--- src/rtl/fetch_stage_if.sv ---
// Fetch-side bundle: instruction-memory request/response, decode back-pressure,
// redirect from later stages, and the fetch->decode bus.
interface fetch_stage_if #(
  parameter int FETCH_DECODE_BUS_WIDTH = 64
);
  logic                              req_valid_o;
  logic                              req_ready_i;
  logic [31:0]                       req_addr_o;
  logic                              resp_valid_i;
  logic [31:0]                       resp_data_i;
  logic                              stall_i;
  logic                              redirect_valid_i;
  logic [31:0]                       redirect_pc_i;
  logic                              fetch_valid_o;
  logic [FETCH_DECODE_BUS_WIDTH-1:0] fetch_decode_bus_o;

  modport master (
    output req_valid_o,
    input  req_ready_i,
    output req_addr_o,
    input  resp_valid_i,
    input  resp_data_i,
    input  stall_i,
    input  redirect_valid_i,
    input  redirect_pc_i,
    output fetch_valid_o,
    output fetch_decode_bus_o
  );

  modport slave (
    input  req_valid_o,
    output req_ready_i,
    input  req_addr_o,
    output resp_valid_i,
    output resp_data_i,
    output stall_i,
    output redirect_valid_i,
    output redirect_pc_i,
    input  fetch_valid_o,
    input  fetch_decode_bus_o
  );
endinterface

--- src/rtl/fetch_stage.sv ---
// Instruction fetch stage: one outstanding imem read at a time, delivers {pc, inst}
// to decode as a registered one-cycle pulse, honouring stall and redirect.
module fetch_stage #(
  parameter logic [31:0] RESET_PC = 32'h8000_0000
) (
  input  logic         clk_i,
  input  logic         rst_i,
  fetch_stage_if.master bus
);
  localparam int BUS_W = 64;

  typedef enum logic [1:0] {
    S_IDLE,
    S_REQ,
    S_WAIT,
    S_HOLD
  } state_e;

  state_e           state_q, state_d;
  logic [31:0]      pc_q, pc_d;
  logic [31:0]      inst_buf_q, inst_buf_d;
  logic             drop_q, drop_d;
  logic             fetch_valid_q, fetch_valid_d;
  logic [BUS_W-1:0] bus_q, bus_d;
  logic             req_valid;
  logic [31:0]      redirect_target;
  logic [31:0]      pc_plus4;

  assign redirect_target = bus.redirect_pc_i & 32'hFFFF_FFFC;
  assign pc_plus4        = pc_q + 32'd4;

  always_comb begin
    state_d       = state_q;
    pc_d          = pc_q;
    drop_d        = drop_q;
    inst_buf_d    = inst_buf_q;
    fetch_valid_d = 1'b0;
    bus_d         = bus_q;
    req_valid     = 1'b0;
    case (state_q)
      S_IDLE: begin
        state_d = S_REQ;
        if (bus.redirect_valid_i) begin
          pc_d = redirect_target;
        end
      end
      S_REQ: begin
        req_valid = ~bus.redirect_valid_i;
        if (bus.redirect_valid_i) begin
          pc_d = redirect_target;
        end else if (bus.req_ready_i) begin
          state_d = S_WAIT;
        end
      end
      S_WAIT: begin
        if (bus.resp_valid_i) begin
          // A pending drop means pc already holds the redirect target.
          if (drop_q || bus.redirect_valid_i) begin
            drop_d  = 1'b0;
            state_d = S_REQ;
            if (bus.redirect_valid_i) begin
              pc_d = redirect_target;
            end
          end else if (!bus.stall_i) begin
            fetch_valid_d = 1'b1;
            bus_d         = {pc_q, bus.resp_data_i};
            pc_d          = pc_plus4;
            state_d       = S_REQ;
          end else begin
            inst_buf_d = bus.resp_data_i;
            state_d    = S_HOLD;
          end
        end else if (bus.redirect_valid_i) begin
          pc_d   = redirect_target;
          drop_d = 1'b1;
        end
      end
      S_HOLD: begin
        if (bus.redirect_valid_i) begin
          pc_d    = redirect_target;
          state_d = S_REQ;
        end else if (!bus.stall_i) begin
          fetch_valid_d = 1'b1;
          bus_d         = {pc_q, inst_buf_q};
          pc_d          = pc_plus4;
          state_d       = S_REQ;
        end
      end
      default: begin
        state_d = S_IDLE;
      end
    endcase
  end

  always_ff @(posedge clk_i or posedge rst_i) begin
    if (rst_i) begin
      state_q       <= S_IDLE;
      pc_q          <= RESET_PC;
      inst_buf_q    <= 32'd0;
      drop_q        <= 1'b0;
      fetch_valid_q <= 1'b0;
      bus_q         <= '0;
    end else begin
      state_q       <= state_d;
      pc_q          <= pc_d;
      inst_buf_q    <= inst_buf_d;
      drop_q        <= drop_d;
      fetch_valid_q <= fetch_valid_d;
      bus_q         <= bus_d;
    end
  end

  assign bus.req_valid_o        = req_valid;
  assign bus.req_addr_o         = pc_q;
  assign bus.fetch_valid_o      = fetch_valid_q;
  assign bus.fetch_decode_bus_o = bus_q;
endmodule
--- src/flat_wrapper.sv ---
// flat-port wrapper written by rule: the top's interface ports become plain ports
module fetch_stage_flat 
#(
  parameter logic [31:0] RESET_PC = 32'h8000_0000
)
  (clk_i, rst_i, bus_req_valid_o, bus_req_ready_i, bus_req_addr_o, bus_resp_valid_i, bus_resp_data_i, bus_stall_i, bus_redirect_valid_i, bus_redirect_pc_i, bus_fetch_valid_o, bus_fetch_decode_bus_o);
  fetch_stage_if bus_i ();
  input  logic clk_i;
  input  logic rst_i;
  output wire logic [$bits(bus_i.req_valid_o)-1:0] bus_req_valid_o;
  input wire logic [$bits(bus_i.req_ready_i)-1:0] bus_req_ready_i;
  output wire logic [$bits(bus_i.req_addr_o)-1:0] bus_req_addr_o;
  input wire logic [$bits(bus_i.resp_valid_i)-1:0] bus_resp_valid_i;
  input wire logic [$bits(bus_i.resp_data_i)-1:0] bus_resp_data_i;
  input wire logic [$bits(bus_i.stall_i)-1:0] bus_stall_i;
  input wire logic [$bits(bus_i.redirect_valid_i)-1:0] bus_redirect_valid_i;
  input wire logic [$bits(bus_i.redirect_pc_i)-1:0] bus_redirect_pc_i;
  output wire logic [$bits(bus_i.fetch_valid_o)-1:0] bus_fetch_valid_o;
  output wire logic [$bits(bus_i.fetch_decode_bus_o)-1:0] bus_fetch_decode_bus_o;
  assign bus_req_valid_o = bus_i.req_valid_o;
  assign bus_i.req_ready_i = bus_req_ready_i;
  assign bus_req_addr_o = bus_i.req_addr_o;
  assign bus_i.resp_valid_i = bus_resp_valid_i;
  assign bus_i.resp_data_i = bus_resp_data_i;
  assign bus_i.stall_i = bus_stall_i;
  assign bus_i.redirect_valid_i = bus_redirect_valid_i;
  assign bus_i.redirect_pc_i = bus_redirect_pc_i;
  assign bus_fetch_valid_o = bus_i.fetch_valid_o;
  assign bus_fetch_decode_bus_o = bus_i.fetch_decode_bus_o;
  fetch_stage #(.RESET_PC(RESET_PC)) u_core (.clk_i(clk_i), .rst_i(rst_i), .bus(bus_i));
endmodule
--- config.mk ---
export PLATFORM = sky130hd
export DESIGN_NAME = fetch_stage_flat
export DESIGN_NICKNAME = d
export VERILOG_FILES = /design/src/rtl/fetch_stage_if.sv /design/src/rtl/fetch_stage.sv /design/src/flat_wrapper.sv
export SDC_FILE = /design/constraint.sdc
export NUM_CORES = 1
export LEC_CHECK = 0
export CORE_MARGIN = 2
export CORE_UTILIZATION = 45
export DETAILED_ROUTE_END_ITERATION = 6
export DONT_BUFFER_PORTS = 1
export PLACE_DENSITY_LB_ADDON = 0.2
export SLEW_MARGIN = 15
export SYNTH_ARGS = -nofsm -noshare
export SYNTH_HDL_FRONTEND = slang
export SYNTH_SLANG_ARGS = --single-unit
export TNS_END_PERCENT = 100
--- constraint.sdc ---
create_clock -name clk_i -period 12 [get_ports clk_i]
set_input_delay 1.2 -clock clk_i [delete_from_list [all_inputs] [get_ports clk_i]]
set_output_delay 1.2 -clock clk_i [all_outputs]
set_load 0.005 [all_outputs]
==> flow_summary.ini, run 1 <==
[floorplanning]
start_util_pct = 45.9
core_region_area_um2 = 13800
fp.dieW_um = 122
io_pins = 168
die_area_um2 = 15000
die_y_um = 122
fp-row-count = 43

[synth]
syn_area_um2 = 6320
synth_edf_count = 0
yosysTopAreaCell = dfrtp_1
ys_seq_elements = 132
synth_largest_type_area_fraction_pct = 51.9
yosysWarnings = 0
synth_flop_cell = dfrtp_1
synth_area_leaders = dfrtp_1, mux2_2, o21ai_0
synthesis.instances = 592
async_reset_ff_share_pct = 100
avgSynthCellArea_um2 = 10.7
ys_seq_area_share_pct = 52.3
synth_cell_types = 53
syn_nets = 666

[global_route]
grt_max_degree = 104
grt_pass1_vias = 4619
grt_usage_pct = 21.0
grt_pass1_wl_mm = 24.0
antenna_found_initial = 0
overflow = 0

[power]
cellPowerDensity_nw_per_um2 = 226
combPwrFrac_pct = 18.8
ir_drop_mv = 0.0827
intPower_mw = 1.05
clockPowerShare_pct = 31.0
p_switching_mw = 0.475
swShare_pct = 31.1
seqPwrFrac_pct = 50.2
leakage_nw = 2.91

[hold_path]
hold_class = reg2reg

[timing]
whs_ns = 0.504
timing.max_slew.rel_slack_pct = 31.4
fmax_ghz = 0.311
fin_ws_ns = 8.79
tns_ns = 0
skew_ns = 0.00712
final.min_clock_period_ns = 3.21
tightest_slew_ns = 1.03
fin_crit_sh_pct = 26.8
hold_violations = 0
drv_slew = 0
setup_violations = 0
rsz0062_at_grt = no

[setup_path]
arrival_ns = 3.50
path_buf_inv = 0
crit_fanout = 103
crit_type = in2reg
cpLargestDelayFamily = simple AND/OR/NAND/NOR gates
required_ns = 12.29
crit_path_top_delay_cell = or3_4
startpoint_type = primary input
path_cells = and3b_1 -> a21oi_1 -> or3_4 -> mux2_2
slowest_delay_ns = 0.92
worstSetupEndpointType = register

[final_layout]
multi_input_area_um2 = 2610
final_cells = 740
diodes = 0
final_nets = 626
mostFrequentLayoutCells = dfrtp_1, nand2_1, o21ai_0, mux2_2, mux2i_1
drive_above_1_share_pct = 17.1
area_delta_synth_final_pct = 6.91
fin_area_um2 = 6750
layout_commonest_cell = dfrtp_1
nFillCells = 1274
seq_area_um2 = 3300

[clock_tree]
cts_tree = done
ctsResizeCount = 0
cts_sinks = 132
cts_hold_buf = 0
clock_latency_ns = 0.41
cts_root_buffer = clkbuf_16
cts_setup_buffers = 0
htree_levels = 4
clockBufferDepth = 2
clk_pin_slew_worst_paths_ns = 0.05
cts_buffers = 17

[detailed_routing]
dr_wl_met2_mm = 7.34
initialDrtViolationCount = 251
vias = 4311
drcViolationCount = 0
routed_via_density = 5.83
wl_per_cell_um = 20.2
dr_wl_met3_mm = 1.43
drt_wl_total_mm = 14.9
dr.pass1.iters = 4
top_layer_used = met4
wl_met1_mm = 5.98
ant_nets = 0

[placement]
port_buffers = 0
dp_hpwl_mm = 10.2
place_area_um2 = 6220
finalWeightedCongestion = 0.809
dp_cells = 713
pre_cts_slack_ns = 8.34

[flow_run]
maxCapViolCount = 0

[status]
status = complete, no violations
## power groups by stage
| stage | combinational [mW] | clock (mW) | sequential [mW] |
|---|---|---|---|
| floorplan | 0.276 | 0 | 0.717 |
| global placement | 0.274 | 0 | 0.768 |
| detailed placement | 0.291 | 0 | 0.774 |
| CTS | 0.290 | 0.483 | 0.769 |
| global route | 0.328 | 0.508 | 0.793 |
| finish | 0.286 | 0.473 | 0.765 |
## metal layers
metal,track usage (%),up-vias
met5,0,-
met4,7.76,0
met3,8.92,15
met2,34.8,155
met1,24.1,2144
li1,-,1997
## cells in the mapped netlist, drive strengths merged (2+ instances only)
master	count
a32oi	3
o21ai	66
mux2i	32
or2	2
o211ai	8
xnor2	4
a211o	3
nand2	83
ha	4
o31ai	3
a22oi	10
buf	48
clkbuf	15
or4	5
nand4	5
dfrtp	131
and3	2
xor2	2
nor2	16
nor2b	4
and4	4
nand3	14
nor4	9
or3	3
o311ai	5
mux2	57
a31oi	2
inv	13
nor3	5
a21oi	15
nand3b	2
## state kept, by name, summed over array words and instances (netlist names)
name and flops:
u_core.bus.fetch_decode_bus_o 64, u_core.inst_buf_q 32, u_core.bus.req_addr_o 32, u_core.bus.fetch_valid_o 1, u_core.drop_q 1, u_core.state_q 2
## metrics by stage
step	power, mW	utilization [%]
2_1_floorplan	0.993	-
3_3_place_gp	1.04	45.2
3_5_place_dp	1.07	45.2
4_1_cts	1.54	49.0
5_1_grt	1.63	49.0
6_report	1.52	49.0
## final cells by class
class	count	area share [%]
Tap cell	180	3.34
Clock inverter	5	0.815
Multi-Input combinational cell	383	38.6
Clock buffer	22	7.02
Sequential cell	132	48.9
Timing Repair Buffer	4	0.445
Inverter	14	0.852
## path summary, 6_finish.rpt
check / slack, ns / cells past startpoint / end / start
max in group asynchronous: 10.09 / 2 / u_core.bus.fetch_decode_bus_o[50]$_DFFE_PP0P_ / rst_i
max: 8.79 / 4 / u_core.bus.fetch_decode_bus_o[49]$_DFFE_PP0P_ / bus_resp_valid_i
min reg2reg: 0.50 / 1 / u_core.inst_buf_q[10]$_DFFE_PP0P_ / u_core.inst_buf_q[10]$_DFFE_PP0P_
max reg2reg: 8.81 / 6 / u_core.bus.fetch_decode_bus_o[49]$_DFFE_PP0P_ / u_core.state_q[0]$_DFFE_PP0P_
min in group asynchronous: 0.79 / 1 / u_core.inst_buf_q[16]$_DFFE_PP0P_ / rst_i
min: 0.50 / 1 / u_core.inst_buf_q[10]$_DFFE_PP0P_ / u_core.inst_buf_q[10]$_DFFE_PP0P_
## cell families (layout without fill, tap and decap cells)
kind of cell | count (synthesis) | count (layout) | share of synthesized area (%)
mux | 89 | 89 | 15.2
flops | 132 | 132 | 52.3
compound gates | 124 | 124 | 11.8
xor+xnor | 6 | 6 | 0.832
fa+ha+maj | 4 | 4 | 0.792
simple gates | 160 | 160 | 12.4
buf+inv | 77 | 45 | 6.60
Power figures use the tool's default switching activity.
==> run 2, diff against run 1 <==
==> constraint.sdc (replaced) <==
create_clock -name clk_i -period 3.1 [get_ports clk_i]
set_input_delay 0.31 -clock clk_i [delete_from_list [all_inputs] [get_ports clk_i]]
set_output_delay 0.31 -clock clk_i [all_outputs]
set_load 0.005 [all_outputs]
==> run 2 against run 1 <==
Critical path depth grew 4; design area grew 3.5%; final cell count grew 2.2%; via count grew 3.1%; routed wire length grew 4.8%.
==> flow_summary.ini, run 2 (synthesis results as in run 1) <==
[global_route]
antenna_found_initial = 0
groute.layer.met1.usage_pct = 24.2
overflow = 0
met2_usage_pct = 34.1
grt_pass1_wl_mm = 24.0
grt_pass1_vias = 4549
gr-usage-met3_pct = 9.62
grt.busiest_layer = met2
grt_usage_pct = 21.1
grt_max_degree = 77

[floorplanning]
io_pins = 168
fp-row-count = 43
die_area_um2 = 15000
start_util_pct = 45.9
die_y_um = 122
fp.dieW_um = 122
core_region_area_um2 = 13800

[clock_tree]
cts_setup_buffers = 0
ctsResizeCount = 0
htree_levels = 4
cts_buffers = 17
clockBufferDepth = 2
cts_tree = done
clk_pin_slew_worst_paths_ns = 0.06
clock_latency_ns = 0.42
cts_sinks = 132
cts_root_buffer = clkbuf_16
cts_hold_buf = 7

[placement]
finalWeightedCongestion = 0.812
dp_hpwl_mm = 10.5
port_buffers = 0
pre_cts_slack_ns = 0.633

[timing]
final.min_clock_period_ns = 2.51
skew_ns = 0.00930
fin_ws_ns = 0.591
fmax_ghz = 0.399
tns_ns = 0
tightest_slew_ns = 0.936
hold_violations = 0
timing.max_slew.rel_slack_pct = 37.2
fin_crit_sh_pct = 80.9
drv_slew = 0
rsz0062_at_grt = no
setup_violations = 0
whs_ns = 0.0197

[hold_path]
hold_class = in2reg

[detailed_routing]
drt_wl_total_mm = 15.7
wl_per_cell_um = 20.7
vias = 4445
initialDrtViolationCount = 248
routed_via_density = 5.88
dr.pass1.iters = 4
ant_nets = 0
drcViolationCount = 0

[setup_path]
worstSetupEndpointType = register
startpoint_type = register
arrival_ns = 2.80
crit_fanout = 11
required_ns = 3.39
crit_type = reg2reg

[final_layout]
diodes = 0
mostFrequentLayoutCells = dfrtp_1, nand2_1, o21ai_0, mux2_2, mux2i_1
largest_reg_flops = 64
area_delta_synth_final_pct = 10.6
fin_util_pct = 50.7
seq_area_um2 = 3300
layout_commonest_cell = dfrtp_1
nFillCells = 1255
drive_above_1_share_pct = 18.1
final_nets = 638
multi_input_area_um2 = 2600

[power]
ir_drop_mv = 0.366
leakage_nw = 3.01
cellPowerDensity_nw_per_um2 = 901

[status]
status = complete, no violations

[flow_run]
maxCapViolCount = 0
[run 2: cell types whose count changed in the layout (fill, tap and decap cells not counted), moves of 2 or more]
cell,before,now
buf_4,4,7
dlygate4sd3_1,0,7
clkinvlp_4,2,4
buf_12,0,2
bufinv_16,1,4
[run 2: final timing paths]
path / start / end / slack, ns / cells past startpoint
worst max-delay path: u_core.state_q[0]$_DFFE_PP0P_ / u_core.bus.req_addr_o[23]$_DFF_PP0_ / 0.59 / 8
worst min-delay path: bus_redirect_valid_i / u_core.bus.req_addr_o[21]$_DFF_PP0_ / 0.02 / 2
worst max register to register: u_core.state_q[0]$_DFFE_PP0P_ / u_core.bus.req_addr_o[23]$_DFF_PP0_ / 0.59 / 8
worst min register to register: u_core.inst_buf_q[23]$_DFFE_PP0P_ / u_core.inst_buf_q[23]$_DFFE_PP0P_ / 0.50 / 1
max in group asynchronous: rst_i / u_core.bus.fetch_decode_bus_o[19]$_DFFE_PP0P_ / 1.84 / 3
min in group asynchronous: rst_i / u_core.bus.req_addr_o[1]$_DFFE_PP0P_ / 0.46 / 2
[run 2: critical path, stage by stage, from the launching register on]
cell and delay (ns):
dfrtp_1 0.39, inv_1 0.06, ha_1 0.26, and3b_1 0.25
o21ai_1 0.74, buf_4 0.33, a31oi_1 0.06, o21ai_0 0.18
o211ai_1 0.11
[run 2: per-layer routing]
metal  share of wire, %  up-vias
li1                   -     2022
met1                 39     2228
met2                 48      163
met3                 10       32
met4                2.6        0
met5                  0        -
[run 2: metrics by stage]
step | area [µm²] | power (mW) | cells
after floorplan | 6320 | 3.84 | 592
after global placement | 6280 | 4.06 | 718
after detailed placement | 6280 | 4.15 | 718
after CTS | 6990 | 6.36 | 756
after global routing | 6990 | 6.66 | 756
final | 6990 | 6.29 | 756
[run 2: where the power goes]
group / switching [mW] / internal [mW] / leakage (nW) / total, mW
combinational: 0.571 / 0.572 / 1.02 / 1.14
clock: 0.756 / 1.43 / 0.301 / 2.18
sequential: 0.591 / 2.37 / 1.69 / 2.97
total: 1.92 / 4.37 / 3.01 / 6.29
[run 2: area by class of cell]
type | instances | share of cell area (%)
Clock buffer | 23 | 6.98
Clock inverter | 8 | 2.11
Inverter | 14 | 0.806
Multi-Input combinational cell | 383 | 37.2
Sequential cell | 132 | 47.3
Tap cell | 180 | 3.22
Timing Repair Buffer | 16 | 2.33
